`src/rtl/uart_bridge_pkg.sv`:
```
// ---------------------------------------------------------------------------
// uart_bridge_pkg
// Shared types and helpers for the UART receive bridge.
//   rx_state_t : framer FSM states (S_CHK is only entered when the build
//                defines RX_CHECKSUM_EN)
//   LEN_W      : width of the LEN field in the low bits of the header
//   msg_bytes  : payload capacity in bytes for a given MESSAGE_SIZE
//   hdr_bytes  : header length in bytes for a given HEADER_SIZE
// ---------------------------------------------------------------------------
package uart_bridge_pkg;

   localparam int LEN_W = 16;

   typedef enum logic [1:0] {
      S_HDR = 2'd0,
      S_PAY = 2'd1,
      S_CHK = 2'd2
   } rx_state_t;

   function automatic int msg_bytes(input int message_size);
      return message_size / 8;
   endfunction

   function automatic int hdr_bytes(input int header_size);
      return header_size / 8;
   endfunction

endpackage

```
`src/rtl/uart_frame_slots.sv`:
```
// ---------------------------------------------------------------------------
// uart_frame_slots
// NUM_SLOTS-deep frame buffer holding header, message and error flag per slot.
// The writer builds a frame in place in slot[wr_ptr]; a commit publishes it.
// The reader sees slot[rd_ptr] directly; a pop releases it.
// Ports:
//   clk_in, rst_n_in   clock, asynchronous active-low reset
//   i_clr              clear message/err of the write slot (first header byte)
//   i_hdr_we, i_byte   shift i_byte into the write slot header (first byte ends at MSB)
//   i_msg_we, i_msg_idx write i_byte into message byte lane i_msg_idx (lane 0 = MSBs)
//   i_err_set          set the write slot error flag
//   i_commit, i_pop    publish write slot / release read slot
//   o_header, o_message, o_err  contents of the read slot
//   o_full, o_empty    occupancy flags
// ---------------------------------------------------------------------------
module uart_frame_slots
   import uart_bridge_pkg::*;
#(
   parameter int MESSAGE_SIZE = 512,
   parameter int HEADER_SIZE  = 32,
   parameter int NUM_SLOTS    = 2,
   parameter int MSG_BYTES    = MESSAGE_SIZE / 8,
   parameter int IDX_W        = (MSG_BYTES > 1) ? $clog2(MSG_BYTES) : 1
) (
   input  logic                    clk_in,
   input  logic                    rst_n_in,
   input  logic                    i_clr,
   input  logic                    i_hdr_we,
   input  logic [7:0]              i_byte,
   input  logic                    i_msg_we,
   input  logic [IDX_W-1:0]        i_msg_idx,
   input  logic                    i_err_set,
   input  logic                    i_commit,
   input  logic                    i_pop,
   output logic [HEADER_SIZE-1:0]  o_header,
   output logic [MESSAGE_SIZE-1:0] o_message,
   output logic                    o_err,
   output logic                    o_full,
   output logic                    o_empty
);

   localparam int PTR_W = (NUM_SLOTS > 1) ? $clog2(NUM_SLOTS) : 1;
   localparam int CNT_W = $clog2(NUM_SLOTS + 1);

   logic [HEADER_SIZE-1:0]  r_hdr [NUM_SLOTS];
   logic [MESSAGE_SIZE-1:0] r_msg [NUM_SLOTS];
   logic [NUM_SLOTS-1:0]    r_err;
   logic [PTR_W-1:0]        r_wr_ptr;
   logic [PTR_W-1:0]        r_rd_ptr;
   logic [CNT_W-1:0]        r_count;
   logic [MSG_BYTES-1:0]    w_lane_we;
   logic                    w_pop;

   function automatic logic [PTR_W-1:0] ptr_inc(input logic [PTR_W-1:0] p);
      return (p == PTR_W'(NUM_SLOTS - 1)) ? '0 : p + PTR_W'(1);
   endfunction

   // Byte-lane decode of the payload write index
   for (genvar gi = 0; gi < MSG_BYTES; gi++) begin : g_lane
      assign w_lane_we[gi] = i_msg_we && (i_msg_idx == IDX_W'(gi));
   end

   assign w_pop   = i_pop && (r_count != '0);
   assign o_full  = (r_count == CNT_W'(NUM_SLOTS));
   assign o_empty = (r_count == '0);

   always_ff @(posedge clk_in or negedge rst_n_in) begin
      if (!rst_n_in) begin
         for (int s = 0; s < NUM_SLOTS; s++) begin
            r_hdr[s] <= '0;
            r_msg[s] <= '0;
         end
         r_err <= '0;
      end else begin
         for (int s = 0; s < NUM_SLOTS; s++) begin
            if (r_wr_ptr == PTR_W'(s)) begin
               if (i_hdr_we)
                  r_hdr[s] <= {r_hdr[s][HEADER_SIZE-9:0], i_byte};
               if (i_clr) begin
                  r_msg[s] <= '0;
                  r_err[s] <= 1'b0;
               end else begin
                  for (int b = 0; b < MSG_BYTES; b++)
                     if (w_lane_we[b])
                        r_msg[s][MESSAGE_SIZE-1-8*b -: 8] <= i_byte;
                  if (i_err_set)
                     r_err[s] <= 1'b1;
               end
            end
         end
      end
   end

   always_ff @(posedge clk_in or negedge rst_n_in) begin
      if (!rst_n_in) begin
         r_wr_ptr <= '0;
         r_rd_ptr <= '0;
         r_count  <= '0;
      end else begin
         if (i_commit) r_wr_ptr <= ptr_inc(r_wr_ptr);
         if (w_pop)    r_rd_ptr <= ptr_inc(r_rd_ptr);
         // Commit and pop together leave the occupancy unchanged
         if (i_commit && !w_pop)      r_count <= r_count + CNT_W'(1);
         else if (!i_commit && w_pop) r_count <= r_count - CNT_W'(1);
      end
   end

   always_comb begin
      o_header  = '0;
      o_message = '0;
      o_err     = 1'b0;
      for (int s = 0; s < NUM_SLOTS; s++) begin
         if (r_rd_ptr == PTR_W'(s)) begin
            o_header  = r_hdr[s];
            o_message = r_msg[s];
            o_err     = r_err[s];
         end
      end
   end

endmodule

```
`src/rtl/uart_rx_framer.sv`:
```
// ---------------------------------------------------------------------------
// uart_rx_framer
// Receive bridge between the byte link layer (ll_*) and the controller.
// Parses [header | LEN payload bytes] frames, buffers complete frames in
// uart_frame_slots and aborts partial frames after an inter-byte timeout.
// Build option: define RX_CHECKSUM_EN to expect one trailing checksum byte
// per frame with a non-zero LEN (state S_CHK); a bad sum flags the frame.
// Ports:
//   clk_in, rst_n_in          clock, asynchronous active-low reset
//   ll_valid_in, ll_byte_in   incoming byte; ll_ready_out = buffer not full
//   message_out, header_out, frame_err_out  head frame contents
//   bdge_valid_out, ctrl_ready_in           head frame handshake
//   timeout_out               one-cycle pulse when a partial frame is dropped
// ---------------------------------------------------------------------------
module uart_rx_framer
   import uart_bridge_pkg::*;
#(
   parameter int MESSAGE_SIZE   = 512,
   parameter int HEADER_SIZE    = 32,
   parameter int LEN_WIDTH      = LEN_W,
   parameter int NUM_SLOTS      = 2,
   parameter int TIMEOUT_CYCLES = 1000
) (
   input  logic                    clk_in,
   input  logic                    rst_n_in,
   output logic [MESSAGE_SIZE-1:0] message_out,
   output logic [HEADER_SIZE-1:0]  header_out,
   output logic                    frame_err_out,
   input  logic                    ctrl_ready_in,
   output logic                    bdge_valid_out,
   input  logic                    ll_valid_in,
   input  logic [7:0]              ll_byte_in,
   output logic                    ll_ready_out,
   output logic                    timeout_out
);

   localparam int MSG_BYTES = msg_bytes(MESSAGE_SIZE);
   localparam int HDR_BYTES = hdr_bytes(HEADER_SIZE);
   localparam int IDX_W     = (MSG_BYTES > 1) ? $clog2(MSG_BYTES) : 1;
   localparam int TMO_W     = (TIMEOUT_CYCLES > 0) ? $clog2(TIMEOUT_CYCLES + 1) : 1;

   rx_state_t            r_state;
   logic [LEN_WIDTH-1:0] r_bcnt;
   logic [LEN_WIDTH-1:0] r_len;
   logic [TMO_W-1:0]     r_idle;
   logic                 r_timeout;
`ifdef RX_CHECKSUM_EN
   logic [7:0]           r_sum;
   logic [7:0]           w_sum_next;
`endif

   logic                 w_full, w_empty, w_acc;
   logic                 w_clr, w_hdr_we, w_msg_we, w_err_set, w_commit;
   logic [LEN_WIDTH-1:0] w_len_now;
   logic                 w_hdr_last, w_pay_last, w_in_msg;
   logic                 w_active, w_tmo_hit;

   assign w_acc          = ll_valid_in && !w_full;
   assign ll_ready_out   = !w_full;
   assign bdge_valid_out = !w_empty;
   assign timeout_out    = r_timeout;

   // LEN is the last LEN_WIDTH/8 header bytes, so a running shift holds it
   assign w_len_now  = {r_len[LEN_WIDTH-9:0], ll_byte_in};
   assign w_hdr_last = (r_bcnt == LEN_WIDTH'(HDR_BYTES - 1));
   assign w_pay_last = (r_bcnt == r_len - LEN_WIDTH'(1));
   assign w_in_msg   = (r_bcnt < LEN_WIDTH'(MSG_BYTES));
`ifdef RX_CHECKSUM_EN
   assign w_sum_next = r_sum + ll_byte_in;
`endif

   // Idle time only matters once a frame has started; a full buffer is
   // back-pressure, not a stalled sender, so it freezes the counter.
   assign w_active  = (r_state != S_HDR) || (r_bcnt != '0);
   assign w_tmo_hit = (TIMEOUT_CYCLES != 0) && !w_acc && w_active && !w_full &&
                      (r_idle == TMO_W'(TIMEOUT_CYCLES - 1));

   always_comb begin
      w_clr     = 1'b0;
      w_hdr_we  = 1'b0;
      w_msg_we  = 1'b0;
      w_err_set = 1'b0;
      w_commit  = 1'b0;
      if (w_acc) begin
         case (r_state)
            S_HDR: begin
               w_hdr_we = 1'b1;
               w_clr    = (r_bcnt == '0);
               w_commit = w_hdr_last && (w_len_now == '0);
            end
            S_PAY: begin
               w_msg_we  = w_in_msg;
               w_err_set = !w_in_msg;   // only reachable when LEN > MSG_BYTES
`ifndef RX_CHECKSUM_EN
               w_commit  = w_pay_last;
`endif
            end
`ifdef RX_CHECKSUM_EN
            S_CHK: begin
               w_err_set = (w_sum_next != 8'd0);
               w_commit  = 1'b1;
            end
`endif
            default: ;
         endcase
      end
   end

   always_ff @(posedge clk_in or negedge rst_n_in) begin
      if (!rst_n_in) begin
         r_state   <= S_HDR;
         r_bcnt    <= '0;
         r_len     <= '0;
         r_idle    <= '0;
         r_timeout <= 1'b0;
`ifdef RX_CHECKSUM_EN
         r_sum     <= '0;
`endif
      end else begin
         r_timeout <= 1'b0;
         if (w_acc) begin
            r_idle <= '0;
            case (r_state)
               S_HDR: begin
                  r_len <= w_len_now;
`ifdef RX_CHECKSUM_EN
                  r_sum <= (r_bcnt == '0) ? ll_byte_in : w_sum_next;
`endif
                  if (w_hdr_last) begin
                     r_bcnt <= '0;
                     // A zero-length frame commits on its last header byte
                     if (w_len_now != '0) r_state <= S_PAY;
                  end else begin
                     r_bcnt <= r_bcnt + LEN_WIDTH'(1);
                  end
               end
               S_PAY: begin
`ifdef RX_CHECKSUM_EN
                  r_sum <= w_sum_next;
`endif
                  if (w_pay_last) begin
                     r_bcnt <= '0;
`ifdef RX_CHECKSUM_EN
                     r_state <= S_CHK;
`else
                     r_state <= S_HDR;
`endif
                  end else begin
                     r_bcnt <= r_bcnt + LEN_WIDTH'(1);
                  end
               end
               default: r_state <= S_HDR;
            endcase
         end else if (w_tmo_hit) begin
            r_state   <= S_HDR;
            r_bcnt    <= '0;
            r_idle    <= '0;
            r_timeout <= 1'b1;
         end else if (!w_active) begin
            r_idle <= '0;
         end else if (!w_full && (TIMEOUT_CYCLES != 0)) begin
            r_idle <= r_idle + TMO_W'(1);
         end
      end
   end

   uart_frame_slots #(
      .MESSAGE_SIZE (MESSAGE_SIZE),
      .HEADER_SIZE  (HEADER_SIZE),
      .NUM_SLOTS    (NUM_SLOTS),
      .MSG_BYTES    (MSG_BYTES),
      .IDX_W        (IDX_W)
   ) u_slots (
      .clk_in    (clk_in),
      .rst_n_in  (rst_n_in),
      .i_clr     (w_clr),
      .i_hdr_we  (w_hdr_we),
      .i_byte    (ll_byte_in),
      .i_msg_we  (w_msg_we),
      .i_msg_idx (r_bcnt[IDX_W-1:0]),
      .i_err_set (w_err_set),
      .i_commit  (w_commit),
      .i_pop     (ctrl_ready_in),
      .o_header  (header_out),
      .o_message (message_out),
      .o_err     (frame_err_out),
      .o_full    (w_full),
      .o_empty   (w_empty)
   );

endmodule

```
`config.mk`:
```
export PLATFORM = sky130hd
export DESIGN_NAME = uart_rx_framer
export DESIGN_NICKNAME = d
export VERILOG_FILES = /design/src/rtl/uart_bridge_pkg.sv /design/src/rtl/uart_frame_slots.sv /design/src/rtl/uart_rx_framer.sv
export SDC_FILE = /design/constraint.sdc
export NUM_CORES = 2
export LEC_CHECK = 0
export ABC_AREA = 1
export BUFFER_PORTS_ARGS = -buffer_cell sky130_fd_sc_hd__buf_2
export CAP_MARGIN = 20
export CORE_UTILIZATION = 45
export DETAILED_ROUTE_END_ITERATION = 10
export GPL_TIMING_DRIVEN = 0
export PLACE_DENSITY = 0.7
export SLEW_MARGIN = 20
export SYNTH_ARGS = -nofsm -noshare
export SYNTH_HDL_FRONTEND = slang
export SYNTH_SLANG_ARGS = --single-unit
```
`constraint.sdc`:
```
create_clock -name clk_in -period 4.8 [get_ports clk_in]
set_clock_uncertainty 0.1 [all_clocks]
set_input_delay 0.24 -clock clk_in [delete_from_list [all_inputs] [get_ports clk_in]]
set_output_delay 0.24 -clock clk_in [all_outputs]
set_load 0.01 [all_outputs]
```
==> results by group <==
Critical path
  • Critical Path Start Type: flop
  • Worst-path fanout max: 10
  • Critical Path AT: roughly 3.6 ns
  • Crit. End Element: output pin
  • CP startpoint: u_slots.r_rd_ptr
  • Worst r2r src: r_bcnt[0]
  • Worst endpoint required time: 4.46 ns
  • Crit path kind: reg -> out

Place
  • Setup WS pre-CTS: 1.12 ns
  • Detailed Place HPWL: 123 mm
  • Placed Instances: slightly above 8,000
  • Final Wtd Congestion: around 0.93
  • Port bufs: between 500 and 600

CTS
  • Max clock buf depth: 3
  • Worst-path clk slew: 0.06 ns
  • PostCTS Resize Cnt: 0
  • # H-tree levels: 3
  • Clk sinks: between 1,000 and 1,500
  • Num CTS Buffers: 117
  • TritonCTS clock tree: built
  • Clk Tree Root Cell: clkbuf_16
  • Clk_lat worst skew: 0.74 ns

Route
  • DRT Pass-1 Iters: 6
  • Initial DRC Count: 4,963
  • Avg Vias per Cell: around 5.4
  • Antenna-violating nets left: 0
  • DRC viols: 0
  • Vias: about 45,000
  • Wirelength, routed: between 150 and 200 mm
  • Drt wl/cell: around 21 um

Synth
  • Yosys cell types: 45
  • EDFF count, synth: 0
  • Register area share after synthesis: 57.2%
  • YS warnings: 0
  • Seq cells post-synth: approximately 1,100
  • Synthesized instance count: a little over 6,000
  • Ys async rst share: 100%
  • Mean area per synthesized cell: roughly 8.2 sq um
  • Syn nets: ~6,100
  • Post-Syn Area: 49,800 sq um
  • Primary FF master, synth: dfrtp_1

Power and ir drop
  • Power Dens Cells: about 630 nW/um^2
  • Leakage: 30.3 nW
  • Worst IR Drop VDD: around 0.33 mV

Floorplanning
  • Core Area: 109,000 sq um
  • Die area: 112,000 sq um
  • Initial Util: between 40 and 50%
  • Top Ports: between 500 and 600
  • Row Count: ~120
  • Die width: between 300 and 400 um
  • Vert. Die Dim: 335 um

Final layout
  • Area Overhead vs Synth: 18.5%
  • Nets: 6,757
  • Commonest non-fill, non-tap cell in the layout: nand2_1
  • Most frequent cells in the layout: nand2_1 (2,908), dfrtp_1 (1,138), buf_2 (647), o21ai_0 (605), o21ai_1 (526)
  • Fraction of layout cells with a size suffix above 1: between 10% and 20%
  • Non-Filler Instances: 8,319

Run
  • Max-cap violations: 0

Global routing
  • First-pass GRT wire length: ~260 mm
  • Initial antenna violation count: 6
  • Grt total ovfl: 0
  • Overall routing resource usage: a little under a third
  • Largest net degree at the start of global routing: approximately 140
  • Vias in the first global route: 42,200

Timing
  • Final setup fails: 0
  • Final Hold Slack: between 0.04 and 0.05 ns
  • Post-Route Setup TNS: 0 ns
  • Max_slew headroom: about a fifth
  • Fin worst setup slack: roughly 0.83 ns
  • Fmax: ~250 MHz
  • Fin. Hold Viols: 0
  • Period utilization: between 80% and 90%
  • Final Max Tran Viols: 0
  • Shortest period the worst path allows: about 4 ns
  • RSZ-0062 raised after global routing: false
  • Pin slew with the least headroom to its limit: about 1.2 ns

Min path
  • HP Class: in -> async

Outcome
  • Status: completed
report_power, final:
group / internal [W] / switching [W] / total [W]
logic: 0.00392 / 0.0100 / 0.0139
clock network: 0.00577 / 0.00401 / 0.00978
registers: 0.0119 / 0.00129 / 0.0132
sequential cells by signal, indices dropped and copies added (netlist names):
register,count
u_slots.r_err,2
u_slots.r_msg,1024
r_bcnt,16
r_len,16
r_state,1
u_slots.r_count,2
u_slots.r_wr_ptr,1
u_slots.r_rd_ptr,1
timeout_out,1
r_idle,10
u_slots.r_hdr,64
cell type report:
class	instances	area (sq um)
inverter	131	492
clock buffer	163	3370
multi-input combinational	4361	19100
sequential	1138	28500
fill	10300	50300
timing repair buffer	580	3200
tap	1476	1850
buffer	409	1740
antenna	4	10.0
clock inverter	57	751
Yosys cell counts, types with 2 or more instances:
| master | instances | area, sq um |
|---|---|---|
| a21oi_1 | 8 | 40.0 |
| a2bb2oi_1 | 2 | 17.5 |
| buf_1 | 15 | 56.3 |
| buf_2 | 88 | 440 |
| buf_4 | 5 | 37.5 |
| buf_6 | 8 | 90.1 |
| clkbuf_1 | 291 | 1090 |
| clkbuf_2 | 2 | 10.0 |
| dfrtp_1 | 1138 | 28500 |
| ha_1 | 7 | 87.6 |
| inv_1 | 118 | 443 |
| inv_2 | 12 | 45.0 |
| mux2_2 | 22 | 248 |
| nand2_1 | 2908 | 10900 |
| nand2_2 | 51 | 319 |
| nand2_4 | 3 | 33.8 |
| nand3_1 | 29 | 145 |
| nand3_2 | 2 | 20.0 |
| nand3b_1 | 6 | 45.0 |
| nand4_1 | 10 | 62.6 |
| nor2_1 | 77 | 289 |
| nor3_1 | 4 | 20.0 |
| nor4_1 | 4 | 25.0 |
| o21ai_0 | 605 | 3030 |
| o21ai_1 | 526 | 2630 |
| o21ai_2 | 16 | 140 |
| o22ai_1 | 2 | 12.5 |
| o31ai_1 | 2 | 15.0 |
| o31ai_2 | 12 | 150 |
| o31ai_4 | 21 | 447 |
| xnor2_1 | 6 | 52.6 |
| xor2_1 | 26 | 228 |
path summary, 6_finish.rpt:
| check | endpoint | slack (ns) | depth (start not counted) |
|---|---|---|---|
| max in group asynchronous | u_slots.r_msg[968] | 1.68 | 7 |
| max reg2reg | u_slots.r_msg[964] | 1.17 | 9 |
| min in group clk_in | r_len[6] | 0.27 | 4 |
| max | message_out[99] | 0.83 | 6 |
| min reg2reg | u_slots.r_msg[826] | 0.38 | 2 |
| min | u_slots.r_msg[711] | 0.05 | 3 |
repair_timing:
item | in CTS | in global routing
buffers inserted | 0 | 0
endpoints found under the hold margin | 358 | 0
hold buffers | 12 | 0
metrics by stage:
stage	power, W	utilization [%]	cell area, sq um
floorplan	0.0208	-	49800
global placement	0.0268	49.8	54400
detailed placement	0.0270	50.0	54700
CTS	0.0368	53.9	59000
global route	0.0388	53.9	59000
finish	0.0369	54.0	59000
worst max-delay path, cell delays in order, from the launching register on:
cell      delay, ns
dfrtp_1        0.41
clkbuf_2       0.51
clkbuf_1       0.82
clkbuf_1       0.50
nand2_1        0.26
nand2_1        0.13
buf_2          0.23
logic make-up (layout without fill, tap and decap cells):
logic type | Yosys count | count (layout) | synth area share (%)
xor+xnor | 32 | 32 | 0.563
simple gates | 3101 | 3101 | 24.0
flops | 1138 | 1138 | 57.2
other cells | 0 | 4 | 0
buf+inv | 540 | 1340 | 4.46
fa+ha+maj | 7 | 7 | 0.176
mux | 22 | 22 | 0.498
compound gates | 1199 | 1199 | 13.1
routing by layer:
layer	up-vias	global-route usage (%)	share of wire, %
met1	21600	42.7	41
met4	0	13.4	4.7
met5	-	0	0
li1	20700	-	-
met2	2079	49.0	45
met3	399	6.63	9.1
(Power assumes the default switching activity.)
